--- config.mk ---
export PLATFORM = sky130hd
export DESIGN_NAME = spi_reg_bridge
export DESIGN_NICKNAME = d
export VERILOG_FILES = /design/src/rtl/spi_reg_pkg.sv /design/src/rtl/spi_reg_bridge_button_debounce.sv /design/src/rtl/spi_reg_bridge.sv
export SDC_FILE = /design/constraint.sdc
export NUM_CORES = 1
export LEC_CHECK = 0
export CAP_MARGIN = 20
export CORE_UTILIZATION = 35
export DETAILED_ROUTE_END_ITERATION = 6
export GPL_TIMING_DRIVEN = 0
export HOLD_SLACK_MARGIN = 0.05
export PLACE_DENSITY = 0.52
export SYNTH_ARGS = -nofsm -noshare
export SYNTH_HDL_FRONTEND = slang
export SYNTH_SLANG_ARGS = --single-unit
--- constraint.sdc ---
create_clock -name CLK_50 -period 2.4 [get_ports CLK_50]
set_input_delay 0.48 -clock CLK_50 [delete_from_list [all_inputs] [get_ports CLK_50]]
set_output_delay 0.48 -clock CLK_50 [all_outputs]
set_load 0.01 [all_outputs]
--- src/rtl/spi_reg_pkg.sv ---
// Shared constants and FSM state type for the SPI register bridge.
package spi_reg_pkg;

    localparam int unsigned CMD_W               = 8;
    localparam int unsigned RW_BIT              = 7;
    localparam int unsigned ADDR_W              = 7;

    localparam int unsigned REG_STATUS          = 0;
    localparam int unsigned REG_LED             = 1;
    localparam int unsigned STATUS_BAD_ADDR_BIT = 0;
    localparam int unsigned STATUS_BTN_LSB      = 8;

    typedef enum logic [1:0] {
        IDLE,
        CMD,
        DATA
    } state_t;

endpackage

--- src/rtl/spi_reg_bridge_button_debounce.sv ---
// Per-button synchroniser and stability-counter debouncer; reports pressed as 1.
module button_debounce #(
    parameter int unsigned DEBOUNCE_CYCLES = 500000,
    parameter int unsigned BTN_ACTIVE_LOW  = 1
) (
    input  logic CLK_50,
    input  logic rst,
    input  logic btn_raw,
    output logic btn_pressed
);

    localparam int unsigned CNT_W    = $clog2(DEBOUNCE_CYCLES + 1);
    localparam logic        RELEASED = (BTN_ACTIVE_LOW != 0);

    logic [1:0]       sync;
    logic             level;
    logic [CNT_W-1:0] cnt;

    // Count consecutive cycles the synchronised pin differs from the accepted level.
    always_ff @(posedge CLK_50) begin
        if (rst) begin
            sync  <= {2{RELEASED}};
            level <= RELEASED;
            cnt   <= '0;
        end else begin
            sync <= {sync[0], btn_raw};
            if (sync[1] == level) begin
                cnt <= '0;
            end else if (cnt == CNT_W'(DEBOUNCE_CYCLES - 1)) begin
                level <= sync[1];
                cnt   <= '0;
            end else begin
                cnt <= cnt + CNT_W'(1);
            end
        end
    end

    assign btn_pressed = level ^ RELEASED;

endmodule

--- src/rtl/spi_reg_bridge.sv ---
// SPI mode-0 slave mapping command/data frames onto a small register bank
// with LED output, debounced button status and a sticky bad-address flag.
module spi_reg_bridge
    import spi_reg_pkg::*;
#(
    parameter int unsigned DATA_W          = 16,
    parameter int unsigned N_REGS          = 8,
    parameter int unsigned N_LEDS          = 4,
    parameter int unsigned N_BUTTONS       = 2,
    parameter int unsigned DEBOUNCE_CYCLES = 500000,
    parameter int unsigned BTN_ACTIVE_LOW  = 1
) (
    input  logic                 CLK_50,
    input  logic                 rst,
    input  logic                 CS,
    input  logic                 SPI_CLK,
    input  logic                 SPI_incoming,
    output logic                 SPI_outgoing,
    input  logic [N_BUTTONS-1:0] Button,
    output logic [N_LEDS-1:0]    led,
    output logic                 wr_strobe,
    output logic [ADDR_W-1:0]    wr_addr
);

    localparam int unsigned CNT_W = $clog2(DATA_W + 1);
    localparam int unsigned IDX_W = $clog2(N_REGS);
    localparam int unsigned AW1   = ADDR_W + 1;

    logic [1:0]        cs_sync, sck_sync, mosi_sync;
    logic              cs_prev, sck_prev;
    logic              cs_s, sck_s, mosi_s;
    logic              cs_fall, sck_rise, sck_fall;

    state_t            state, state_n;
    logic              cmd_done_c, frame_done_c;
    logic [CNT_W-1:0]  bit_cnt;
    logic [CMD_W-2:0]  cmd_sh;
    logic [DATA_W-2:0] data_sh;
    logic [CMD_W-1:0]  cmd;
    logic [CMD_W-1:0]  cmd_in_c;
    logic [DATA_W-1:0] data_in_c;
    logic [ADDR_W-1:0] rd_addr_c, cmd_addr_c;
    logic [DATA_W-1:0] shift_out;
    logic [DATA_W-1:0] status_c, rd_data_c;
    logic [DATA_W-1:0] regs [N_REGS];
    logic              bad_addr;
    logic              wr_ok_c;
    logic [N_BUTTONS-1:0] btn_db;

    function automatic logic addr_valid(input logic [ADDR_W-1:0] a);
        return AW1'(a) < AW1'(N_REGS);
    endfunction

    // Synchronisers; CS resets to "asserted" so a frame already in flight at
    // reset release never produces a falling edge until CS cycles high.
    always_ff @(posedge CLK_50) begin
        if (rst) begin
            cs_sync   <= '0;
            sck_sync  <= '0;
            mosi_sync <= '0;
            cs_prev   <= 1'b0;
            sck_prev  <= 1'b0;
        end else begin
            cs_sync   <= {cs_sync[0], CS};
            sck_sync  <= {sck_sync[0], SPI_CLK};
            mosi_sync <= {mosi_sync[0], SPI_incoming};
            cs_prev   <= cs_sync[1];
            sck_prev  <= sck_sync[1];
        end
    end

    assign cs_s     = cs_sync[1];
    assign sck_s    = sck_sync[1];
    assign mosi_s   = mosi_sync[1];
    assign cs_fall  = cs_prev & ~cs_s;
    assign sck_rise = sck_s & ~sck_prev;
    assign sck_fall = ~sck_s & sck_prev;

    assign cmd_in_c   = {cmd_sh, mosi_s};
    assign data_in_c  = {data_sh, mosi_s};
    assign rd_addr_c  = cmd_in_c[ADDR_W-1:0];
    assign cmd_addr_c = cmd[ADDR_W-1:0];

    always_ff @(posedge CLK_50) begin
        if (rst) state <= IDLE;
        else     state <= state_n;
    end

    always_comb begin
        state_n      = state;
        cmd_done_c   = 1'b0;
        frame_done_c = 1'b0;
        case (state)
            IDLE: begin
                if (cs_fall) state_n = CMD;
            end
            CMD: begin
                if (cs_s) begin
                    state_n = IDLE;
                end else if (sck_rise && bit_cnt == CNT_W'(CMD_W - 1)) begin
                    state_n    = DATA;
                    cmd_done_c = 1'b1;
                end
            end
            DATA: begin
                if (cs_s) begin
                    state_n = IDLE;
                end else if (sck_rise && bit_cnt == CNT_W'(DATA_W - 1)) begin
                    state_n      = CMD;
                    frame_done_c = 1'b1;
                end
            end
            default: state_n = IDLE;
        endcase
    end

    always_comb begin
        status_c = '0;
        status_c[STATUS_BAD_ADDR_BIT] = bad_addr;
        status_c[STATUS_BTN_LSB +: N_BUTTONS] = btn_db;
    end

    always_comb begin
        rd_data_c = '0;
        if (addr_valid(rd_addr_c)) begin
            if (rd_addr_c == ADDR_W'(REG_STATUS)) rd_data_c = status_c;
            else                                  rd_data_c = regs[IDX_W'(rd_addr_c)];
        end
    end

    // Bit shifting, command latch and read-data preload.
    always_ff @(posedge CLK_50) begin
        if (rst) begin
            bit_cnt   <= '0;
            cmd_sh    <= '0;
            data_sh   <= '0;
            cmd       <= '0;
            shift_out <= '0;
        end else begin
            if (state == IDLE) begin
                bit_cnt <= '0;
            end else if (sck_rise) begin
                if (cmd_done_c || frame_done_c) bit_cnt <= '0;
                else                            bit_cnt <= bit_cnt + CNT_W'(1);
                if (state == CMD) cmd_sh  <= cmd_in_c[CMD_W-2:0];
                else              data_sh <= data_in_c[DATA_W-2:0];
            end

            if (cmd_done_c) begin
                cmd       <= cmd_in_c;
                shift_out <= cmd_in_c[RW_BIT] ? '0 : rd_data_c;
            end else if (state == DATA && sck_fall) begin
                shift_out <= {shift_out[DATA_W-2:0], 1'b0};
            end
        end
    end

    // MISO moves only on SCK fall, and is forced low whenever no frame is active.
    always_ff @(posedge CLK_50) begin
        if (rst) begin
            SPI_outgoing <= 1'b0;
        end else if (cs_s || state == IDLE) begin
            SPI_outgoing <= 1'b0;
        end else if (sck_fall) begin
            SPI_outgoing <= (state == DATA) ? shift_out[DATA_W-1] : 1'b0;
        end
    end

    assign wr_ok_c = cmd[RW_BIT] && addr_valid(cmd_addr_c)
                     && (cmd_addr_c != ADDR_W'(REG_STATUS));

    always_ff @(posedge CLK_50) begin
        if (rst) begin
            for (int unsigned i = 0; i < N_REGS; i++) regs[i] <= '0;
            wr_strobe <= 1'b0;
            wr_addr   <= '0;
            bad_addr  <= 1'b0;
        end else begin
            wr_strobe <= 1'b0;
            if (frame_done_c) begin
                if (wr_ok_c) begin
                    regs[IDX_W'(cmd_addr_c)] <= data_in_c;
                    wr_strobe                <= 1'b1;
                    wr_addr                  <= cmd_addr_c;
                end
                if (!cmd[RW_BIT] && cmd_addr_c == ADDR_W'(REG_STATUS)) bad_addr <= 1'b0;
                if (!addr_valid(cmd_addr_c))                           bad_addr <= 1'b1;
            end
        end
    end

    assign led = regs[IDX_W'(REG_LED)][N_LEDS-1:0];

    for (genvar g = 0; g < N_BUTTONS; g++) begin : g_btn
        button_debounce #(
            .DEBOUNCE_CYCLES (DEBOUNCE_CYCLES),
            .BTN_ACTIVE_LOW  (BTN_ACTIVE_LOW)
        ) u_debounce (
            .CLK_50      (CLK_50),
            .rst         (rst),
            .btn_raw     (Button[g]),
            .btn_pressed (btn_db[g])
        );
    end

endmodule

# Word level (Yosys, flattened, before mapping)
# Memories as Yosys holds them, arrays and structs flattened.
# Index checks and enable logic that the tools add are counted.
dict set report totals {
  reg_bits 115
  latch_bits 0
  ram_bits 128
  romBits 0
  input_bits 7
  out_inout_bits 13
  elab_cells 107
  mem_count 1
}
# memory words width rd rd_clocked_by_memory_dff wr line_no
set memory_table {}
lappend memory_table {regs 8 16 2 0 8 spi_reg_bridge.sv:45} ;# logic [DATA_W-1:0] regs [N_REGS];
dict set report op_classes {
  n_addsub 3
  n_mul 0
  div 0
  order_cmp 2
  n_eq_ne 12
  shift 0
  mux 30
  bitwise_logic 12
  reduce_logical 26
}
# op count
set ops {}
lappend ops {{16-bit two-way mux} 6}
lappend ops {{19-bit by 1-bit adder with 19-bit output (second input constant)} 2}
lappend ops {{19-bit == test (second input constant)} 2}
lappend ops {{1-bit two-way mux} 16}
lappend ops {{16-bit OR reduction} 1}
lappend ops {{7-bit logical NOT} 2}
lappend ops {{7-bit by 4-bit less-than comparator with 1-bit output (second input constant)} 2}
lappend ops {{2-bit two-way mux} 5}
lappend ops {{1-bit NOT} 9}
lappend ops {{3-bit AND reduction} 3}
lappend ops {{2-bit AND reduction} 4}
lappend ops {{7-bit nonzero test} 1}
lappend ops {{1-bit logical AND} 6}
lappend ops {{3-bit != test (second input constant)} 2}
lappend ops {{2-bit one-hot mux with 3 select lines} 1}
lappend ops {{3-bit OR reduction} 2}
lappend ops {{5-bit by 1-bit adder with 5-bit output (second input constant)} 1}
lappend ops {{5-bit by 3-bit == test with 1-bit output (second input constant)} 1}
lappend ops {{5-bit by 4-bit == test with 1-bit output (second input constant)} 1}
lappend ops {{5-bit two-way mux} 1}
lappend ops {{2-bit != test (second input constant)} 2}
lappend ops {{2-bit OR reduction} 2}
lappend ops {{1-bit AND} 3}
lappend ops {{3-bit two-way mux} 1}
lappend ops {{7 further kinds} 9}

# Depth between registers and ports, before layout
# Gate-level depths: netlist of the first run.
dict set report depth {
  depth_word 11
  depth_mapped 8
  depth_no_buf 7
}

# By module
# From an unflattened synthesis of the first run, not the netlist that was laid out.
dict set report hier_totals {
  cells_unflattened 883
  hier_area_um2 10128.5
}
# mod instances cells_each area_per_inst_um2 seq_area_each_um2
set modules_own_cells {}
lappend modules_own_cells {spi_reg_bridge 1 661 8018.9 4784.6}
lappend modules_own_cells {button_debounce 2 111 1054.8 440.4}

# Least setup slack after synthesis of the first run
# OpenSTA, ideal clock, no wires.
dict set report synth_path {
  path_kind {register -> register}
  start {register bit_cnt[0]}
  end {memory regs[1][0], enable pin}
  setup_time_ps 334
  arrival_time_ps 2063
  required_time_ps 2066
  path_slack_ps 3
  stages_incl_launch_ff 8
  n_path_buf 0
  period_less_slack_ps 2397
  cell_sequence {dfxtp_1 -> ha_1 -> and3_1 -> ha_1 -> and3b_1 -> nand4_2 -> nor4_4 -> or2_2}
}
# element line_no
set synth_lines {}
lappend synth_lines {{start, declared} spi_reg_bridge.sv:36} ;# logic [CNT_W-1:0] bit_cnt;
lappend synth_lines {{start signal, assigned} spi_reg_bridge.sv:144} ;# else bit_cnt <= bit_cnt + CNT_W'(1);
lappend synth_lines {{end, declared} spi_reg_bridge.sv:45}

==> results of run 1 <==
==> where the power goes <==
group | leakage, nW | switching [W] | total, W | internal (W)
sequential | 2.01 | 0.0000340 | 0.00421 | 0.00418
clock | 0.394 | 0.00155 | 0.00371 | 0.00215
combinational | 1.51 | 0.000157 | 0.000273 | 0.000116
==> layer usage <==
layer / part of all wire / up-vias / track usage
li1: - / 3260 / -
met1: 0.49 / 3135 / 0.2297
met2: 0.46 / 90 / 0.2717
met3: 0.034 / 25 / 0.02498
met4: 0.015 / 0 / 0.03921
met5: 0 / - / 0
==> cell families (layout without fill, tap and decap cells) <==
| family | count (synthesis) | count (layout) |
|---|---|---|
| compound gates | 100 | 100 |
| xor+xnor | 27 | 27 |
| fa+ha+maj | 4 | 4 |
| buf+inv | 64 | 150 |
| flops | 228 | 228 |
| mux | 75 | 75 |
| other cells | 1 | 1 |
| simple gates | 380 | 380 |
==> metrics by stage <==
stage | cell area (um2) | cells | TNS [ns]
global route | 11750 | 1343 | -0.02542
floorplan | 9980 | 879 | 0
finish | 11750 | 1343 | 0
detailed placement | 10640 | 1276 | -114.88
global placement | 10640 | 1276 | -116.35
CTS | 11720 | 1343 | 0
==> synth_stat cells (all sizes together) (4+ instances only) <==
cell / n
edfxtp: 113
nand2b: 16
nor2b: 11
o31ai: 6
mux4: 14
nand4: 9
buf: 21
nor2: 71
dfxtp: 115
or2: 11
o21ai: 26
inv: 14
a21oi: 36
nor4: 11
mux2i: 60
nand3: 15
xor2: 13
and2: 119
or4: 9
clkbuf: 29
a22oi: 4
xnor2: 14
ha: 4
and4: 9
nor3: 6
a211oi: 16
or3: 8
nand2: 72
==> final cells by class <==
type / instances / area share
Tap cell: 378 / 0.04024
Multi-Input combinational cell: 587 / 0.3451
Buffer: 49 / 0.02193
Timing Repair Buffer: 41 / 0.03662
Inverter: 14 / 0.004471
Sequential cell: 228 / 0.4850
Clock buffer: 30 / 0.05567
Clock inverter: 16 / 0.01096
==> timing repair <==
item                                    in CTS  in global routing
setup buffers                               21                  1
cloned                                       0                  0
endpoints found under the setup margin     211                142
gates resized for setup                     26                 12
pin swaps                                    8                  2
==> sequential cells by signal (all words and copies together) (netlist names) <==
name / cells
bad_addr: 1
shift_out: 16
cs_prev: 1
SPI_outgoing: 1
regs: 113
mosi_sync: 2
cs_sync: 2
wr_addr: 7
state: 2
cmd: 8
data_sh: 15
g_btn.u_debounce.sync: 4
cmd_sh: 7
bit_cnt: 5
wr_strobe: 1
g_btn.u_debounce.cnt: 38
sck_sync: 2
g_btn.u_debounce.level: 2
sck_prev: 1
==> how the worst max path moves through the flow <==
stage	startpoint	slack [ns]	endpoint
2_1_floorplan	bit_cnt[0]	0.003	regs[1][0]
3_3_place_gp	rst	-0.81	regs[3][11]
3_5_place_dp	rst	-0.82	regs[1][11]
4_1_cts	cmd_sh[1]	0.01	shift_out[0]
5_1_grt	bit_cnt[0]	-0.006	regs[7][8]
6_report	bit_cnt[0]	0.11	regs[7][4]
==> worst reg2reg max path, delay by kind of cell, from the launching register on <==
family	cells	cell delay [ns]
and+or+nand+nor	5	1.21
DFF	1	0.37
adders and majority gates	2	0.28
buffers and inverters	1	0.16
==> metrics.log, run 1 <==
[metrics] status: finished, final reports clean
[metrics] Critical Path, Cell by Cell: ha_4, and3_1, ha_1, and3b_2, nand4_4, nor4_4, or2_4, buf_4
[metrics] leading cell types by total area after synthesis: sky130_fd_sc_hd__edfxtp_1 (34%), sky130_fd_sc_hd__dfxtp_1 (23%), sky130_fd_sc_hd__and2_1 (7.5%)
[metrics] Worst Path Required: 2.64 ns
[metrics] maximum number of pins on one net before global-route repair: 17
[metrics] relative max-transition margin: 0.4595
[metrics] total global routing track utilization: 0.1658
[metrics] Port Buf Inserts: 19
[metrics] later-pin clock latency in the skew report: 0.53 ns
[metrics] number of cells traversed by the worst hold path: 1
[metrics] unique cell type count in the Yosys netlist: 54
[metrics] wire length of the first global-routing pass: 37010 um
[metrics] Hold Worst Slack: 0.4137 ns
[metrics] vias after detailed routing: 6510
[metrics] width of the die: 170.9 um
[metrics] H-tree depth: 1
[metrics] worst setup slack for register-to-register paths: 0.11 ns
[metrics] count of buffering cells on the critical path with inverters included: 1
[metrics] CTS tree: built
[metrics] total gr overflow: 0
[metrics] fraction of final layout cells with drive strength greater than 1: 0.1440
[metrics] share of the synthesized area in the top cell type: 0.3400
[metrics] sinks on the clock net: 228
[metrics] total core area: 27930 um2
[metrics] crit path launch type: flop
[metrics] fmax: 436.9 MHz
[metrics] antenna viol nets, final: 0
[metrics] adder and majority gate portion of the synthesized area: 0.005015
[metrics] critical setup path kind: flop to flop
[metrics] slew at the pin closest to its max-slew limit: 0.8077 ns
[metrics] Boundary Pins: 20
[metrics] routed length per placed instance: 17.20 um
[metrics] share of cell area taken by muxes after synthesis: 0.09290
[metrics] total count of hold-check failures in the final report: 0
[metrics] via count of the first global-routing pass: 6561
[metrics] power density cells: 696.9 nW/um2
[metrics] post-route clock skew: 0.02669 ns
[metrics] area occupied by registers: 5700 um2
[metrics] post-cts hold buffer count: 0
[metrics] post-route total power: 0.008191 W
[metrics] commonest non-fill, non-tap cell in the layout: sky130_fd_sc_hd__and2_1
[metrics] VDD IR-drop max: 0.5877 mV
[metrics] endpoint of the worst register-to-register path: regs[7][4]
[metrics] Post-Synth Simple-Gate Area: 0.2170
[metrics] synthesized flop and latch total: 228
[metrics] growth of design area from synthesis to finish: 17.78%
[metrics] arrival time of data at the critical path endpoint: 2.53 ns
[metrics] sequential fraction of the synthesis area: 0.5707
[metrics] leading area contributor after synthesis: sky130_fd_sc_hd__edfxtp_1
[metrics] count of final max-slew check failures: 0
[metrics] xor-xnor portion of the synthesized cell area: 0.02370
[metrics] Async S/R FF share, synth: 0
[metrics] number of enable-type register cells in the synthesized netlist: 113
[metrics] commonest cells after routing, fill and taps aside: sky130_fd_sc_hd__and2_1 (119), sky130_fd_sc_hd__dfxtp_1 (113), sky130_fd_sc_hd__edfxtp_1 (113), sky130_fd_sc_hd__nand2_1 (72), sky130_fd_sc_hd__nor2_1 (71)
[metrics] Remaining DRCs: 0
[metrics] maximum capacitance violations: 0
[metrics] length of the first detailed-routing pass in iterations: 4
[metrics] initial antenna violation count: 0
[metrics] startpoint of the lowest-slack hold path: g_btn[1].u_debounce.sync[0]
[metrics] Filler Cell Count: 2756
[metrics] Post-synth top flop: sky130_fd_sc_hd__dfxtp_1
[metrics] compound-gate portion of the synthesized area: 0.06194
[metrics] initial core utilization: 0.3573
[metrics] post-synthesis cell count: 879
[metrics] setup slack of the critical path after layout: 0.1113 ns
[metrics] Largest delay share family, worst path: simple AND/OR/NAND/NOR gates
[metrics] period utilization: 0.9536
[metrics] violation count after the first detailed-route iteration: 371
[metrics] placer's final routability congestion estimate: 0.7237
[metrics] endpoint with the worst hold slack: g_btn[1].u_debounce.sync[1]
[metrics] worst slack at placement: -0.8162 ns
[metrics] final HPWL from detailed placement: 15210 um
[metrics] area occupied by multi-input gates: 4056 um2
[metrics] reg-to-reg critical path startpoint: bit_cnt[0]
[metrics] static leakage: 3.915 nW
[metrics] DIE AREA: 29190 um2
[metrics] Critical Path Stages: 8
[metrics] Avg Cell Area, Syn: 11.35 um2
[metrics] WL final: 23100 um
[metrics] Mapped Nets: 890
[metrics] Root Buffer Master: sky130_fd_sc_hd__clkbuf_16
[metrics] master of the slowest instance on the critical path: sky130_fd_sc_hd__dfxtp_2
[metrics] Crit path largest cell delay: 0.37 ns
[metrics] dominant combinational cell family by area after synthesis: simple AND/OR/NAND/NOR gates
[metrics] Net count, final: 957
[metrics] Final setup viols: 0
[metrics] number of antenna diodes: 0
[metrics] Synth Cell Area: 9980 um2
[metrics] biggest fanout along the worst timing path: 6
[metrics] y dimension of the die: 170.9 um
[metrics] num rows: 61
[metrics] number of buffers added by the clock tree synthesis step: 25
[metrics] type of element capturing the critical path: flop
[metrics] final core utilization: 0.4208
[metrics] worst hold-check path type: flop to flop
[metrics] Tmin final: 2.289 ns
[metrics] Clock transition at path regs: 0.06 ns
[metrics] Vias/cell: 4.847
[metrics] Max Root-Sink Buffers: 3
[metrics] Yosys warning total: 0
[metrics] number of cells on the worst reg-to-reg path: 8
(Power assumes the default switching activity.)
==> run 2, diff against run 1 <==
--- a/config.mk
+++ b/config.mk
@@ -5,7 +5,7 @@
 export SDC_FILE = /design/constraint.sdc
 export NUM_CORES = 1
 export LEC_CHECK = 0
-export CAP_MARGIN = 20
+export CAP_MARGIN = 15
 export CORE_UTILIZATION = 35
 export DETAILED_ROUTE_END_ITERATION = 6
 export GPL_TIMING_DRIVEN = 0
==> results of run 2 <==
The final DEF is identical to that of run 1; final timing and power are the same.
==> run 3, diff against run 2 <==
--- a/config.mk
+++ b/config.mk
@@ -6,11 +6,12 @@
 export NUM_CORES = 1
 export LEC_CHECK = 0
 export CAP_MARGIN = 15
-export CORE_UTILIZATION = 35
+export CORE_UTILIZATION = 56
 export DETAILED_ROUTE_END_ITERATION = 6
 export GPL_TIMING_DRIVEN = 0
 export HOLD_SLACK_MARGIN = 0.05
-export PLACE_DENSITY = 0.52
+export PLACE_DENSITY = 0.76
+export SLEW_MARGIN = 20
 export SYNTH_ARGS = -nofsm -noshare
 export SYNTH_HDL_FRONTEND = slang
 export SYNTH_SLANG_ARGS = --single-unit
==> run 3 against run 2 <==
Compared with the run above: critical path type unchanged; cell count is 12% lower; critical path depth is 2 higher; sequential share of layout area is 1.1 points higher; highest routed layer unchanged.
==> metrics.log, run 3 (synthesis gave the netlist of run 1 again) <==
[metrics] count of final max-slew check failures: 0 (unchanged)
[metrics] post-route cell area: 11480 um2 (-2.3%)
[metrics] cell area after placement: 10450 um2 (-1.8%)
[metrics] Biggest register: regs
[metrics] slew at the pin closest to its max-slew limit: 0.8816 ns (+0.07389 ns)
[metrics] biggest fanout along the worst timing path: 11 (+5)
[metrics] WL final: 21550 um (-6.7%)
[metrics] registers with the most flip-flops: regs x113, g_btn.u_debounce.cnt x38, shift_out x16
[metrics] fmax: 423.7 MHz (-3.0%)
[metrics] number of buffers added by the clock tree synthesis step: 24 (-4.0%)
[metrics] violation count after the first detailed-route iteration: 546 (+47%)
[metrics] setup slack of the critical path after layout: 0.04003 ns (-0.07126 ns)
[metrics] commonest cells after routing, fill and taps aside: sky130_fd_sc_hd__and2_1 (119), sky130_fd_sc_hd__dfxtp_1 (113), sky130_fd_sc_hd__edfxtp_1 (113), sky130_fd_sc_hd__nand2_1 (72), sky130_fd_sc_hd__nor2_1 (71)
[metrics] Worst Path Required: 2.77 ns (+0.13 ns)
[metrics] post-cts hold buffer count: 0 (unchanged)
[metrics] total count of hold-check failures in the final report: 0 (unchanged)
[metrics] Hold Worst Slack: 0.4503 ns (+0.03657 ns)
[metrics] commonest non-fill, non-tap cell in the layout: sky130_fd_sc_hd__and2_1
[metrics] H-tree depth: 1 (unchanged)
[metrics] endpoint of the worst register-to-register path: regs[4][15]
[metrics] initial core utilization: 0.5750 (+0.2177)
[metrics] worst setup slack for register-to-register paths: 0.04 ns (-0.07 ns)
[metrics] Largest register FFs: 113 (unchanged)
[metrics] num rows: 48 (-21%)
[metrics] Max Root-Sink Buffers: 3 (unchanged)
[metrics] Net count, final: 955 (-0.21%)
[metrics] width of the die: 135.5 um (-21%)
[metrics] total global routing track utilization: 0.2394 (+0.07363)
[metrics] Tmin final: 2.360 ns (+0.07126 ns)
[metrics] endpoint with the worst hold slack: g_btn[0].u_debounce.sync[1]
[metrics] Final setup viols: 0 (unchanged)
[metrics] relative max-transition margin: 0.4101 (-0.04945)
[metrics] worst hold-check path type: flop to flop
[metrics] wire length of the first global-routing pass: 33300 um (-10%)
[metrics] crit path launch type: flop
[metrics] startpoint of the lowest-slack hold path: g_btn[0].u_debounce.sync[0]
[metrics] static leakage: 3.859 nW (-1.4%)
[metrics] antenna viol nets, final: 0 (unchanged)
[metrics] initial antenna violation count: 2 (+2)
[metrics] later-pin clock latency in the skew report: 0.52 ns (about the same)
[metrics] arrival time of data at the critical path endpoint: 2.73 ns (+0.20 ns)
[metrics] vias after detailed routing: 6718 (+3.2%)
[metrics] period utilization: 0.9833 (+0.02969)
[metrics] growth of design area from synthesis to finish: 15.07%
[metrics] number of cells traversed by the worst hold path: 1 (unchanged)
[metrics] maximum number of pins on one net before global-route repair: 17 (unchanged)
[metrics] post-route clock skew: 0.01993 ns (-0.006760 ns)
[metrics] DIE AREA: 18360 um2 (-37%)
[metrics] maximum capacitance violations: 0 (unchanged)
[metrics] fraction of final layout cells with drive strength greater than 1: 0.1351 (-0.008906)
[metrics] total core area: 17360 um2 (-38%)
[metrics] Vias/cell: 5.655 (+17%)
[metrics] Clock transition at path regs: 0.06 ns (about the same)
[metrics] worst slack at placement: -0.6406 ns (+0.1756 ns)
[metrics] post-route total power: 0.007971 W (-2.7%)
[metrics] final HPWL from detailed placement: 13800 um (-9.3%)
[metrics] critical setup path kind: flop to flop
[metrics] y dimension of the die: 135.5 um (-21%)
[metrics] Total Negative Setup Slacks: 0 ns (unchanged)
[metrics] setup repair after global routing missed its margin: yes
[metrics] Remaining DRCs: 0 (unchanged)
[metrics] reg-to-reg critical path startpoint: bit_cnt[0]
[metrics] routed length per placed instance: 18.14 um (+5.5%)
[metrics] length of the first detailed-routing pass in iterations: 5 (+1)
[metrics] Port Buf Inserts: 19 (unchanged)
[metrics] number of cells on the worst reg-to-reg path: 10 (+2)
[metrics] sinks on the clock net: 228 (unchanged)
[metrics] power density cells: 694.2 nW/um2 (-0.39%)
[metrics] Boundary Pins: 20 (unchanged)
[metrics] status: finished, final reports clean
[metrics] Root Buffer Master: sky130_fd_sc_hd__clkbuf_16
[metrics] Filler Cell Count: 1322 (-52%)
[metrics] placer's final routability congestion estimate: 0.7983 (+10%)
[metrics] type of element capturing the critical path: flop
[metrics] via count of the first global-routing pass: 6419 (-2.2%)
[metrics] CTS tree: built
[metrics] total gr overflow: 0 (unchanged)
[metrics] VDD IR-drop max: 0.5559 mV (-5.4%)
-- run 3: final cells by class --
class	count	area (um2)	area share
Clock inverter	9	67.56	0.005884
Sequential cell	228	5698	0.4962
Antenna cell	1	2.502	0.0002179
Multi-Input combinational cell	592	4100	0.3570
Inverter	14	52.55	0.004576
Tap cell	225	281.5	0.02452
Buffer	48	245.2	0.02136
Timing Repair Buffer	36	362.8	0.03160
Clock buffer	35	673.1	0.05862
-- run 3: metrics by stage --
| stage | instances | util |
|---|---|---|
| floorplan | 879 | - |
| global placement | 1123 | 0.6021 |
| detailed placement | 1123 | 0.6021 |
| CTS | 1184 | 0.6580 |
| global route | 1187 | 0.6615 |
| finish | 1188 | 0.6616 |
-- run 3: how the worst max path moves through the flow --
stage | start | endpoint | depth (start not counted) | slack, ns
2_1_floorplan | bit_cnt[0] | regs[1][0] | 7 | 0.003
3_3_place_gp | bit_cnt[0] | regs[1][11] | 7 | -0.60
3_5_place_dp | bit_cnt[0] | regs[1][11] | 7 | -0.64
4_1_cts | bit_cnt[0] | regs[1][11] | 9 | 0.007
5_1_grt | bit_cnt[0] | regs[4][15] | 10 | -0.03
6_report | bit_cnt[0] | regs[4][15] | 10 | 0.04
-- run 3: critical path, stage by stage, from the launching register on --
cell	delay (ns)
sky130_fd_sc_hd__dfxtp_2	0.37
sky130_fd_sc_hd__ha_4	0.15
sky130_fd_sc_hd__and3_1	0.16
sky130_fd_sc_hd__ha_1	0.14
sky130_fd_sc_hd__and3b_2	0.24
sky130_fd_sc_hd__nand4_4	0.18
sky130_fd_sc_hd__buf_12	0.20
sky130_fd_sc_hd__nor4_4	0.27
sky130_fd_sc_hd__buf_6	0.23
sky130_fd_sc_hd__buf_6	0.14
sky130_fd_sc_hd__and2_1	0.13
-- run 3: timing repair --
action	4_1_cts	5_1_grt
buffers inserted	16	1
resized for setup	26	14
cloned	3	2
pin swaps	6	1
setup endpoints to repair	215	144
-- run 3: per-layer routing --
| layer | part of all wire | GRT usage | wire, um | vias to the layer above |
|---|---|---|---|---|
| li1 | - | - | - | 3245 |
| met1 | 0.42 | 0.3011 | 9123 | 3223 |
| met2 | 0.48 | 0.4028 | 10430 | 197 |
| met3 | 0.060 | 0.04863 | 1294 | 53 |
| met4 | 0.033 | 0.09800 | 707 | 0 |
| met5 | 0 | 0 | 0 | - |
-- run 3: power breakdown --
part / leakage (nW) / internal [W] / switching [W]
Sequential: 2.01 / 0.00418 / 0.0000343
Clock: 0.360 / 0.00205 / 0.00146
Combinational: 1.49 / 0.000104 / 0.000148
Total: 3.86 / 0.00633 / 0.00164
